### src/rtl/cmp_pipe.sv
// Two-stage pipelined comparator with valid/ready handshakes, signed/unsigned
// modes, six relations and a running max/min over all transferred results.
module cmp_pipe #(
    parameter int DATA_WIDTH = 32,
    parameter int CNT_WIDTH  = 16
) (
    input  logic                  clk,
    input  logic                  rst,
    input  logic                  in_valid,
    output logic                  in_ready,
    input  logic [DATA_WIDTH-1:0] a,
    input  logic [DATA_WIDTH-1:0] b,
    input  logic [2:0]            op,
    input  logic                  sgn,
    output logic                  out_valid,
    input  logic                  out_ready,
    output logic                  out_res,
    output logic                  out_lt,
    output logic                  out_eq,
    output logic                  out_gt,
    output logic [DATA_WIDTH-1:0] out_max,
    output logic [DATA_WIDTH-1:0] out_min,
    input  logic                  clr,
    output logic                  ext_valid,
    output logic [DATA_WIDTH-1:0] ext_max,
    output logic [DATA_WIDTH-1:0] ext_min,
    output logic [CNT_WIDTH-1:0]  ext_cnt
);

    localparam logic [DATA_WIDTH-1:0] MSB = {1'b1, {(DATA_WIDTH-1){1'b0}}};

    // Stage 1 holds operands already biased for signed mode.
    logic                  s1_valid_q, s1_valid_d;
    logic [DATA_WIDTH-1:0] s1_a_q, s1_a_d;
    logic [DATA_WIDTH-1:0] s1_b_q, s1_b_d;
    logic [2:0]            s1_op_q, s1_op_d;
    logic                  s1_sgn_q, s1_sgn_d;

    logic                  s2_valid_q, s2_valid_d;
    logic                  s2_res_q, s2_res_d;
    logic                  s2_lt_q, s2_lt_d;
    logic                  s2_eq_q, s2_eq_d;
    logic                  s2_gt_q, s2_gt_d;
    logic [DATA_WIDTH-1:0] s2_max_q, s2_max_d;
    logic [DATA_WIDTH-1:0] s2_min_q, s2_min_d;
    logic                  s2_sgn_q, s2_sgn_d;

    logic                  ext_valid_q, ext_valid_d;
    logic [DATA_WIDTH-1:0] ext_max_q, ext_max_d;
    logic [DATA_WIDTH-1:0] ext_min_q, ext_min_d;
    logic [CNT_WIDTH-1:0]  ext_cnt_q, ext_cnt_d;

    logic                  s2_load;
    logic                  xfer;
    logic                  lt, eq, gt;
    logic [DATA_WIDTH-1:0] bias1, bias2;
    logic [DATA_WIDTH-1:0] a_raw, b_raw;

    assign s2_load  = !s2_valid_q || out_ready;
    assign in_ready = !s1_valid_q || s2_load;
    assign xfer     = s2_valid_q && out_ready;

    always_comb begin
        s1_valid_d = s1_valid_q;
        s1_a_d     = s1_a_q;
        s1_b_d     = s1_b_q;
        s1_op_d    = s1_op_q;
        s1_sgn_d   = s1_sgn_q;
        bias1      = sgn ? MSB : '0;
        if (in_ready) begin
            s1_valid_d = in_valid;
        end
        if (in_ready && in_valid) begin
            s1_a_d   = a ^ bias1;
            s1_b_d   = b ^ bias1;
            s1_op_d  = op;
            s1_sgn_d = sgn;
        end
    end

    always_comb begin
        lt    = s1_a_q < s1_b_q;
        eq    = s1_a_q == s1_b_q;
        gt    = s1_a_q > s1_b_q;
        bias2 = s1_sgn_q ? MSB : '0;
        a_raw = s1_a_q ^ bias2;
        b_raw = s1_b_q ^ bias2;

        s2_valid_d = s2_valid_q;
        s2_res_d   = s2_res_q;
        s2_lt_d    = s2_lt_q;
        s2_eq_d    = s2_eq_q;
        s2_gt_d    = s2_gt_q;
        s2_max_d   = s2_max_q;
        s2_min_d   = s2_min_q;
        s2_sgn_d   = s2_sgn_q;
        if (s2_load) begin
            s2_valid_d = s1_valid_q;
        end
        if (s2_load && s1_valid_q) begin
            case (s1_op_q)
                3'b000:  s2_res_d = gt;
                3'b001:  s2_res_d = gt || eq;
                3'b010:  s2_res_d = lt;
                3'b011:  s2_res_d = lt || eq;
                3'b100:  s2_res_d = eq;
                3'b101:  s2_res_d = !eq;
                default: s2_res_d = 1'b0;
            endcase
            s2_lt_d  = lt;
            s2_eq_d  = eq;
            s2_gt_d  = gt;
            s2_max_d = lt ? b_raw : a_raw;
            s2_min_d = gt ? b_raw : a_raw;
            s2_sgn_d = s1_sgn_q;
        end
    end

    // Extremum compare reuses the MSB bias with the result's own mode.
    logic [DATA_WIDTH-1:0] bias3;
    logic                  new_max, new_min;

    always_comb begin
        bias3       = s2_sgn_q ? MSB : '0;
        new_max     = (s2_max_q ^ bias3) > (ext_max_q ^ bias3);
        new_min     = (s2_min_q ^ bias3) < (ext_min_q ^ bias3);
        ext_valid_d = ext_valid_q;
        ext_max_d   = ext_max_q;
        ext_min_d   = ext_min_q;
        ext_cnt_d   = ext_cnt_q;
        if (clr) begin
            ext_valid_d = 1'b0;
            ext_max_d   = '0;
            ext_min_d   = '0;
            ext_cnt_d   = '0;
        end else if (xfer) begin
            ext_valid_d = 1'b1;
            if (!ext_valid_q || new_max) ext_max_d = s2_max_q;
            if (!ext_valid_q || new_min) ext_min_d = s2_min_q;
            if (!(&ext_cnt_q)) ext_cnt_d = ext_cnt_q + 1'b1;
        end
    end

    always_ff @(posedge clk or posedge rst) begin
        if (rst) begin
            s1_valid_q  <= 1'b0;
            s1_a_q      <= '0;
            s1_b_q      <= '0;
            s1_op_q     <= '0;
            s1_sgn_q    <= 1'b0;
            s2_valid_q  <= 1'b0;
            s2_res_q    <= 1'b0;
            s2_lt_q     <= 1'b0;
            s2_eq_q     <= 1'b0;
            s2_gt_q     <= 1'b0;
            s2_max_q    <= '0;
            s2_min_q    <= '0;
            s2_sgn_q    <= 1'b0;
            ext_valid_q <= 1'b0;
            ext_max_q   <= '0;
            ext_min_q   <= '0;
            ext_cnt_q   <= '0;
        end else begin
            s1_valid_q  <= s1_valid_d;
            s1_a_q      <= s1_a_d;
            s1_b_q      <= s1_b_d;
            s1_op_q     <= s1_op_d;
            s1_sgn_q    <= s1_sgn_d;
            s2_valid_q  <= s2_valid_d;
            s2_res_q    <= s2_res_d;
            s2_lt_q     <= s2_lt_d;
            s2_eq_q     <= s2_eq_d;
            s2_gt_q     <= s2_gt_d;
            s2_max_q    <= s2_max_d;
            s2_min_q    <= s2_min_d;
            s2_sgn_q    <= s2_sgn_d;
            ext_valid_q <= ext_valid_d;
            ext_max_q   <= ext_max_d;
            ext_min_q   <= ext_min_d;
            ext_cnt_q   <= ext_cnt_d;
        end
    end

    assign out_valid = s2_valid_q;
    assign out_res   = s2_res_q;
    assign out_lt    = s2_lt_q;
    assign out_eq    = s2_eq_q;
    assign out_gt    = s2_gt_q;
    assign out_max   = s2_max_q;
    assign out_min   = s2_min_q;
    assign ext_valid = ext_valid_q;
    assign ext_max   = ext_max_q;
    assign ext_min   = ext_min_q;
    assign ext_cnt   = ext_cnt_q;

endmodule

### config.mk
export PLATFORM = sky130hd
export DESIGN_NAME = cmp_pipe
export DESIGN_NICKNAME = d
export VERILOG_FILES = /design/src/rtl/cmp_pipe.sv
export SDC_FILE = /design/constraint.sdc
export NUM_CORES = 1
export LEC_CHECK = 0
export ABC_AREA = 1
export ABC_CLOCK_PERIOD_IN_PS = 7000
export BUFFER_PORTS_ARGS = -buffer_cell sky130_fd_sc_hd__buf_4
export CAP_MARGIN = 10
export CORE_ASPECT_RATIO = 1.75
export CORE_MARGIN = 2
export CORE_UTILIZATION = 52
export CTS_BUF_LIST = sky130_fd_sc_hd__clkbuf_8
export DETAILED_ROUTE_END_ITERATION = 10
export GPL_ROUTABILITY_DRIVEN = 0
export GPL_TIMING_DRIVEN = 1
export PLACE_DENSITY = 0.79
export SLEW_MARGIN = 5
export SYNTH_ARGS = -nofsm -noshare
export SYNTH_HDL_FRONTEND = slang
export SYNTH_SLANG_ARGS = --single-unit
### constraint.sdc
create_clock -name clk -period 7 [get_ports clk]
set_clock_uncertainty 0.2 [all_clocks]
set_input_delay 1.4 -clock clk [delete_from_list [all_inputs] [get_ports clk]]
set_output_delay 1.4 -clock clk [all_outputs]
set_load 0.01 [all_outputs]
; ---- Yosys cells after proc, flatten, opt, wreduce, memory -nomap -nowiden
; Cells that the tools add are included.
; Widths: inputs -> output; s select.
[word_totals]
output_inout_bits = 151
rom_bits = 0
regBits = 220
ramBits = 0
inputBits = 73
wordCells = 75
latchBits = 0
mem_count = 0
[classes]
n_mul = 0
magnitude_cmp = 4
shifts = 0
reduce_logical = 21
muxes = 17
div_mod_pow = 0
eq_ne = 7
bitwise = 8
n_addsub = 1
[ops]
columns = operator, count
row1 = $mux 32, 11
row2 = $xor 32x32->32, 8
row3 = $gt 32x32->1, 2
row4 = $lt 32x32->1, 2
row5 = $mux 16, 3
row6 = $eq 32x32->1, 1
row7 = $add 16x1->16 const B, 1
row8 = $reduce_and 16->1, 1
row9 = $eq 3x2->1 const B, 2
row10 = $eq 3x3->1 const B, 2
row11 = $logic_or 1x1->1, 6
row12 = $pmux 1 s6, 1
row13 = $reduce_and 2->1, 3
row14 = $reduce_bool 2->1, 3
row15 = $logic_not 1->1, 4
row16 = $eq 3x1->1 const B, 1
row17 = $logic_and 1x1->1, 3
row18 = $logic_not 3->1, 1
row19 = $mux 1, 2
row20 = $ne 2x2->1 const B, 1

; ---- Longest topological paths before layout
; Gate-level depths: netlist of run 1.
[logic_depth]
word_depth = 7
ltp_mapped = 20

; ---- Least setup slack after synthesis of run 1
; OpenSTA, ideal clock, no wires.
[synth_timing]
path_type = input port to output port
from = in out_ready
to = out in_ready
setup_slack_ns = 3.816
t_arrival_ns = 1.584
cell_stages = 2
n_path_buf = 0
cell_sequence = inv_1 -> nand3_1
[synth_via]
elab_chain_cells = 2
[synth_lines]
columns = element, line_no
row1 = start: declaration, 16  ; input logic out_ready,
row2 = $logic_or 1x1->1, 59  ; assign s2_load = !s2_valid_q || out_ready;
row3 = $logic_or 1x1->1, 60  ; assign in_ready = !s1_valid_q || s2_load;
row4 = end: declaration, 10  ; output logic in_ready,
; Every way passes these cells.

; ---- Worst setup path in the final report of run 1
[layout_timing]
from = reg s2_max_q[7], in the netlist out_max[7]
to = reg ext_max_q[26], in the netlist ext_max[26]
[layout_via]
elab_chain_cells = 5
[layout_lines]
columns = element, line_no
row1 = start: declaration, 44  ; logic [DATA_WIDTH-1:0] s2_max_q, s2_max_d;
row2 = start signal: assignment, 174  ; s2_max_q <= s2_max_d;
row3 = $xor 32x32->32, 125  ; new_max = (s2_max_q ^ bias3) > (ext_max_q ^ bias3);
row4 = $gt 32x32->1, 125
row5 = $logic_or 1x1->1, 138  ; if (!ext_valid_q || new_max) ext_max_d = s2_max_q;
row6 = $reduce_bool 2->1 (no line), -
row7 = $reduce_and 2->1 (no line), -
row8 = end signal: assignment, 178  ; ext_max_q <= ext_max_d;
row9 = end: declaration, 49  ; logic [DATA_WIDTH-1:0] ext_max_q, ext_max_d;
; Every way passes these cells.
; A chain may end at the register's enable or synchronous reset.

==> run metrics, run 1 <==
outcome=finished clean; CTS Buffer Depth=3; synthesized net count=between 1500 and 2000; #FFs+latches synth=220; ys flop type=dfrtp_1; Worst Hold Slack=301 ps; initial antenna violation count=0; pre-CTS setup slack=approximately 3100 ps; Worst Setup Path Type=register to register; total length of routed wires=roughly 34 mm; Site Rows=just over 70; # diodes=0; WP data required=around 7300 ps; Worst EP arrival=between 4000 and 5000 ps; Clk Latency, worst-skew pair=about 530 ps; most instantiated library cell after synthesis=nand2_1; FMAX=267 MHz; cts bufs inserted=34; max_slew headroom=0.246; Netlist cell types=39; Die H=203 microns; Overflow after GRT=0; Slew Viols, Final=0; dpl cell area=~14000 sq um; Die W=between 100 and 150 microns; CTS tree=built; Post-DRT Antenna Nets=0; vias per cell=roughly 5.5; Clock Sinks=220; hpwl dp=25.0 mm; Comb power frac=0.449; Pint=around 3.3 mW; all-layer global routing usage=0.282; Total Die Area=23900 sq um; Util after Layout=0.642; Pleak=7.41 nW; iteration count of the initial detailed-routing pass=5; final period utilization=0.536; clk root buf=clkbuf_8; Sequential Power Share=0.376; min-delay worst type=register to register; vias in the first global route=between 10000 and 15000; vias post-DR=approximately 11000; total power=just under 6 mW; Clock transition at path regs=~70 ps; first-pass GRT wire length=about 54 mm; Synthesis Warnings=0; Mapped Cells=1458; Layout area overhead=21.0%; share of layout cells above drive strength 1=0.181; CTS-repair resized insts=0; largest net degree at the start of global routing=79; Critical Path End Type=register; Clock power frac=0.174; Most common cell on crit path=nand2_1; Slowest-stage cell, CP=nor4_1; Post-CTS Setup Repair Bufs=0; Hold-fix buffers, CTS=0; Post-Layout Inst Area=14200 sq um; Avg Inst Size Synth=8.06 sq um; Mapped Area=11800 sq um; DR DRC count=0; core area=22200 sq um; Yosys top cell by area=dfrtp_1; critical path startpoint category=register; Ports=~220; Final nets=1831; initial core utilization=0.530; H-tree depth=2; Max Cap Violations=0; placed cell count=1921; worst vdd rail ir drop=about 220 uV; starting DRC count in detailed routing=~900; post-route setup TNS=0 ps; DR WL/cell=17.2 microns; final setup margin=roughly 3200 ps; Least-Margin Pin Slew=~1100 ps; unrepaired setup endpoints after global routing=no; Async S/R FF share, synth=1.00; Psw=2.51 mW; EDFF count, synth=0; top post-synthesis cells by count=444 x nand2_1, 220 x dfrtp_1, 160 x inv_1; sequential share of the synthesized area=0.468; max incr delay on CP=790 ps; FF-to-FF setup slack=between 3000 and 4000 ps; top cells by area, synth=dfrtp_1 47%, nand2_1 14%, ha_1 10%, inv_1 5.1%, a21oi_1 5.1%; critical path cell sequence=ha_1 -> nand2_1 -> nor4_1 -> nand3_1 -> nand2_1 -> nand2_2 -> nand2_1 -> buf_4 -> nand2_1 -> nand2_1; final setup fails=0; endpoints failing hold=0; pwr/cell area=between 400 and 500 nW/um^2; Synth top area share=0.468; clock period minus worst slack=~3800 ps; final std cells w/o fill=1977; CP max FO=33; Sw Share=0.430; IO Port Bufs=223
## state kept, by name (all words and copies together), names as in the netlist
register and cells:
out_eq 1, out_valid 1, out_max 32, s1_sgn_q 1, ext_valid 1, s1_valid_q 1, out_lt 1, s2_sgn_q 1
ext_min 32, out_res 1, out_min 32, s1_a_q 32, s1_op_q 3, ext_cnt 16, out_gt 1, s1_b_q 32
ext_max 32
## area by class of cell
class	count	area, sq um
fillers	1924	7940
repair buffers	232	1750
inverters	169	638
multi-input cells	1005	5330
clock buffers	41	564
clock inverters	14	57.6
flip-flops and latches	220	5510
well taps	296	370
## critical path, delay by kind of cell (launching register included)
family,cells,cell delay [ps]
flip-flops,1,450
buffers and inverters,1,360
AND/OR/NAND/NOR,8,2310
adder cells (fa/ha/maj),1,360
## layer usage
layer / up-vias / share of wire / global-route usage
met4: 0 / 0.056 / 0.159
li1: 5150 / - / -
met1: 5176 / 0.37 / 0.332
met2: 434 / 0.51 / 0.495
met5: - / 0 / 0
met3: 104 / 0.063 / 0.0376
## worst paths after layout
check,start,endpoint,depth (start not counted)
min in group asynchronous,rst,ext_min[16]$_DFFE_PP0P_,2
worst max-delay path,out_max[7]$_DFFE_PP0P_,ext_max[26]$_DFFE_PP0P_,10
worst min register to register,ext_max[17]$_DFFE_PP0P_,ext_max[17]$_DFFE_PP0P_,2
max in group asynchronous,rst,s1_b_q[29]$_DFFE_PP0P_,3
worst min-delay path,ext_max[17]$_DFFE_PP0P_,ext_max[17]$_DFFE_PP0P_,2
worst max register to register,out_max[7]$_DFFE_PP0P_,ext_max[26]$_DFFE_PP0P_,10
## power by group through the flow
stage | clock network [mW] | logic (mW) | registers (mW)
floorplan | 0 | 1.44 | 2.17
global placement | 0 | 2.49 | 2.19
detailed placement | 0 | 2.59 | 2.20
CTS | 1.03 | 2.62 | 2.18
global route | 1.09 | 2.94 | 2.24
finish | 1.02 | 2.62 | 2.19
## layout by cell type (no fill, tap or decap), types with 41 or more instances in the layout
cell and count:
buf_4 231, a21oi_1 119, clkbuf_8 41, nand3_1 56, nand2_1 442, o21ai_0 109, inv_1 170, dfrtp_1 220
o21ai_1 79, ha_1 96
## cells by family (layout without fill, tap and decap cells)
| logic type | count (synthesis) | in the layout | share of synthesized area |
|---|---|---|---|
| flops | 220 | 220 | 0.468 |
| buf+inv | 233 | 456 | 0.0791 |
| xor+xnor | 11 | 11 | 0.00820 |
| compound gates | 322 | 322 | 0.142 |
| simple gates | 576 | 576 | 0.200 |
| fa+ha+maj | 96 | 96 | 0.102 |
Note: power is estimated with default switching activity, not from simulation.
==> run 2, diff against run 1 <==
--- a/config.mk
+++ b/config.mk
@@ -6,17 +6,17 @@
 export NUM_CORES = 1
 export LEC_CHECK = 0
 export ABC_AREA = 1
-export ABC_CLOCK_PERIOD_IN_PS = 7000
+export ABC_CLOCK_PERIOD_IN_PS = 3600
 export BUFFER_PORTS_ARGS = -buffer_cell sky130_fd_sc_hd__buf_4
 export CAP_MARGIN = 10
 export CORE_ASPECT_RATIO = 1.75
 export CORE_MARGIN = 2
-export CORE_UTILIZATION = 52
+export CORE_UTILIZATION = 58
 export CTS_BUF_LIST = sky130_fd_sc_hd__clkbuf_8
 export DETAILED_ROUTE_END_ITERATION = 10
 export GPL_ROUTABILITY_DRIVEN = 0
 export GPL_TIMING_DRIVEN = 1
-export PLACE_DENSITY = 0.79
+export PLACE_DENSITY = 0.83
 export SLEW_MARGIN = 5
 export SYNTH_ARGS = -nofsm -noshare
 export SYNTH_HDL_FRONTEND = slang
==> constraint.sdc (replaced) <==
create_clock -name clk -period 3.6 [get_ports clk]
set_clock_uncertainty 0.2 [all_clocks]
set_input_delay 0.72 -clock clk [delete_from_list [all_inputs] [get_ports clk]]
set_output_delay 0.72 -clock clk [all_outputs]
set_load 0.01 [all_outputs]
==> run metrics, run 2 (synthesis gave the netlist of run 1 again) <==
initial antenna violation count=0 (unchanged); CTS-repair resized insts=0 (unchanged); WHS Path Cells=3 (+1); clock period minus worst slack=2860 ps (-896 ps); commonest non-fill, non-tap cell in the layout=nand2_1; FF-to-FF setup slack=740 ps (-2500 ps); Max Cap Violations=0 (unchanged); Pleak=7.52 nW (+1.6%); outcome=finished clean; Post-CTS Setup Repair Bufs=0 (unchanged); Post-DRT Antenna Nets=0 (unchanged); DR WL/cell=17.4 microns (+1.2%); Critical Path End Type=register; share of layout cells above drive strength 1=0.191 (+0.0106); endpoints failing hold=0 (unchanged); Total Die Area=21500 sq um (-10%); pre-CTS setup slack=840 ps (-2290 ps); Clk Latency, worst-skew pair=520 ps (about the same); Hold-fix buffers, CTS=0 (unchanged); Hold Path Sink=s1_a_q[25]$_DFFE_PP0P_; pwr/cell area=799 nW/um^2 (+95%); worst reg2reg endpoint=ext_max[5]$_DFFE_PP0P_; R2R depth=12 (+2); Worst EP arrival=3090 ps (-920 ps); Overflow after GRT=0 (unchanged); all-layer global routing usage=0.320 (+0.0374); largest net degree at the start of global routing=67 (-15%); DR DRC count=0 (unchanged); Layout area overhead=22.4%; vias per cell=5.64 (+2.7%); CTS Buffer Depth=3 (unchanged); starting DRC count in detailed routing=954 (+5.5%); CP max FO=32 (-3.0%); FMAX=350 MHz (+31%); total power=11.5 mW (+97%); cts bufs inserted=34 (unchanged); Final nets=1847 (+0.87%); # diodes=0 (unchanged); Die H=192 microns (-5.2%); critical path startpoint category=register; core area=19800 sq um (-11%); start point of the worst hold path=a[25]; unrepaired setup endpoints after global routing=no; final std cells w/o fill=1943 (-1.7%); min-delay worst type=input pin to register; Worst setup startpoint=ext_max[7]$_DFFE_PP0P_; iteration count of the initial detailed-routing pass=8 (+3); most frequent cells in the layout=442 x nand2_1, 243 x buf_4, 220 x dfrtp_1, 166 x inv_1, 119 x a21oi_1; final period utilization=0.793 (+0.257); IO Port Bufs=223 (unchanged); Least-Margin Pin Slew=1150 ps (+19.9 ps); hpwl dp=25.4 mm (+1.8%); clk root buf=clkbuf_8; initial core utilization=0.593 (+0.0625); first-pass GRT wire length=54.5 mm (+1.1%); FF-to-FF Start=ext_max[7]$_DFFE_PP0P_; Slew Viols, Final=0 (unchanged); WP data required=3830 ps (-3430 ps); vias post-DR=11000 (+0.96%); final setup margin=745 ps (-2500 ps); total length of routed wires=33.8 mm (-0.53%); H-tree depth=2 (unchanged); max_slew headroom=0.233 (-0.0122); final setup fails=0 (unchanged); vias in the first global route=10800 (+2.9%); CTS tree=built; Site Rows=68 (-5.6%); Clock transition at path regs=60 ps (about the same); Die W=112 microns (-5.1%); Worst Setup Path Type=register to register; Clock Sinks=220 (unchanged); placed cell count=1887 (-1.8%); Ports=224 (unchanged); worst vdd rail ir drop=490 uV (+130%)
[run 2: cell count changes in the layout (fill, tap and decap cells not counted)]
cell / change
clkinv_2: +2
buf_4: +12
bufinv_16: +1
clkinvlp_4: -1
clkbuf_8: +3
inv_1: -4
buf_12: +4
[run 2: final cells by class]
type / count / area (sq um)
clock buffer: 44 / 606
tap: 245 / 307
fill: 1519 / 5440
clock inverter: 12 / 75.1
inverter: 169 / 638
multi-input combinational: 1005 / 5330
timing repair buffer: 248 / 1920
sequential: 220 / 5510
[run 2: how the worst max path moves through the flow]
stage                     slack (ps)                      end
after detailed placement         840   ext_min[5]$_DFFE_PP0P_
after CTS                        800   ext_min[5]$_DFFE_PP0P_
final                            740   ext_max[5]$_DFFE_PP0P_
after floorplan                 -190   ext_cnt[0]$_DFFE_PP0P_
after global routing             540      out_res$_DFFE_PP0P_
after global placement           900  ext_min[31]$_DFFE_PP0P_
[run 2: where the power goes]
group	total (mW)	switching [mW]	internal (mW)
Combinational	5.08	2.88	2.20
Sequential	4.29	1.04	3.25
Clock	2.12	0.962	1.16
[run 2: metrics by stage]
step | util | TNS, ps | hold WS [ps] | instance area, sq um
finish | 0.726 | 0 | 215 | 14400
CTS | 0.726 | 0 | 207 | 14400
floorplan | - | -41380 | 272 | 11800
detailed placement | 0.691 | 0 | 274 | 13700
global route | 0.726 | 0 | 219 | 14400
global placement | 0.691 | 0 | 268 | 13700
[run 2: routing by layer]
layer	wire (microns)	track usage	vias up
met5	0	0	-
met2	17400	0.580	470
met4	2090	0.176	0
met1	12300	0.365	5176
li1	-	-	5194
met3	1970	0.0411	128
[run 2: critical path: stages, from the launching register on]
cell and delay, ps:
dfrtp_1 430, inv_1 60, ha_1 310, nand2_1 70, nor4_1 690, buf_4 230, nand3_1 60, nand2_1 80
nand2_2 50, nand2_1 60, buf_4 350, nand2_1 100, nand2_1 80
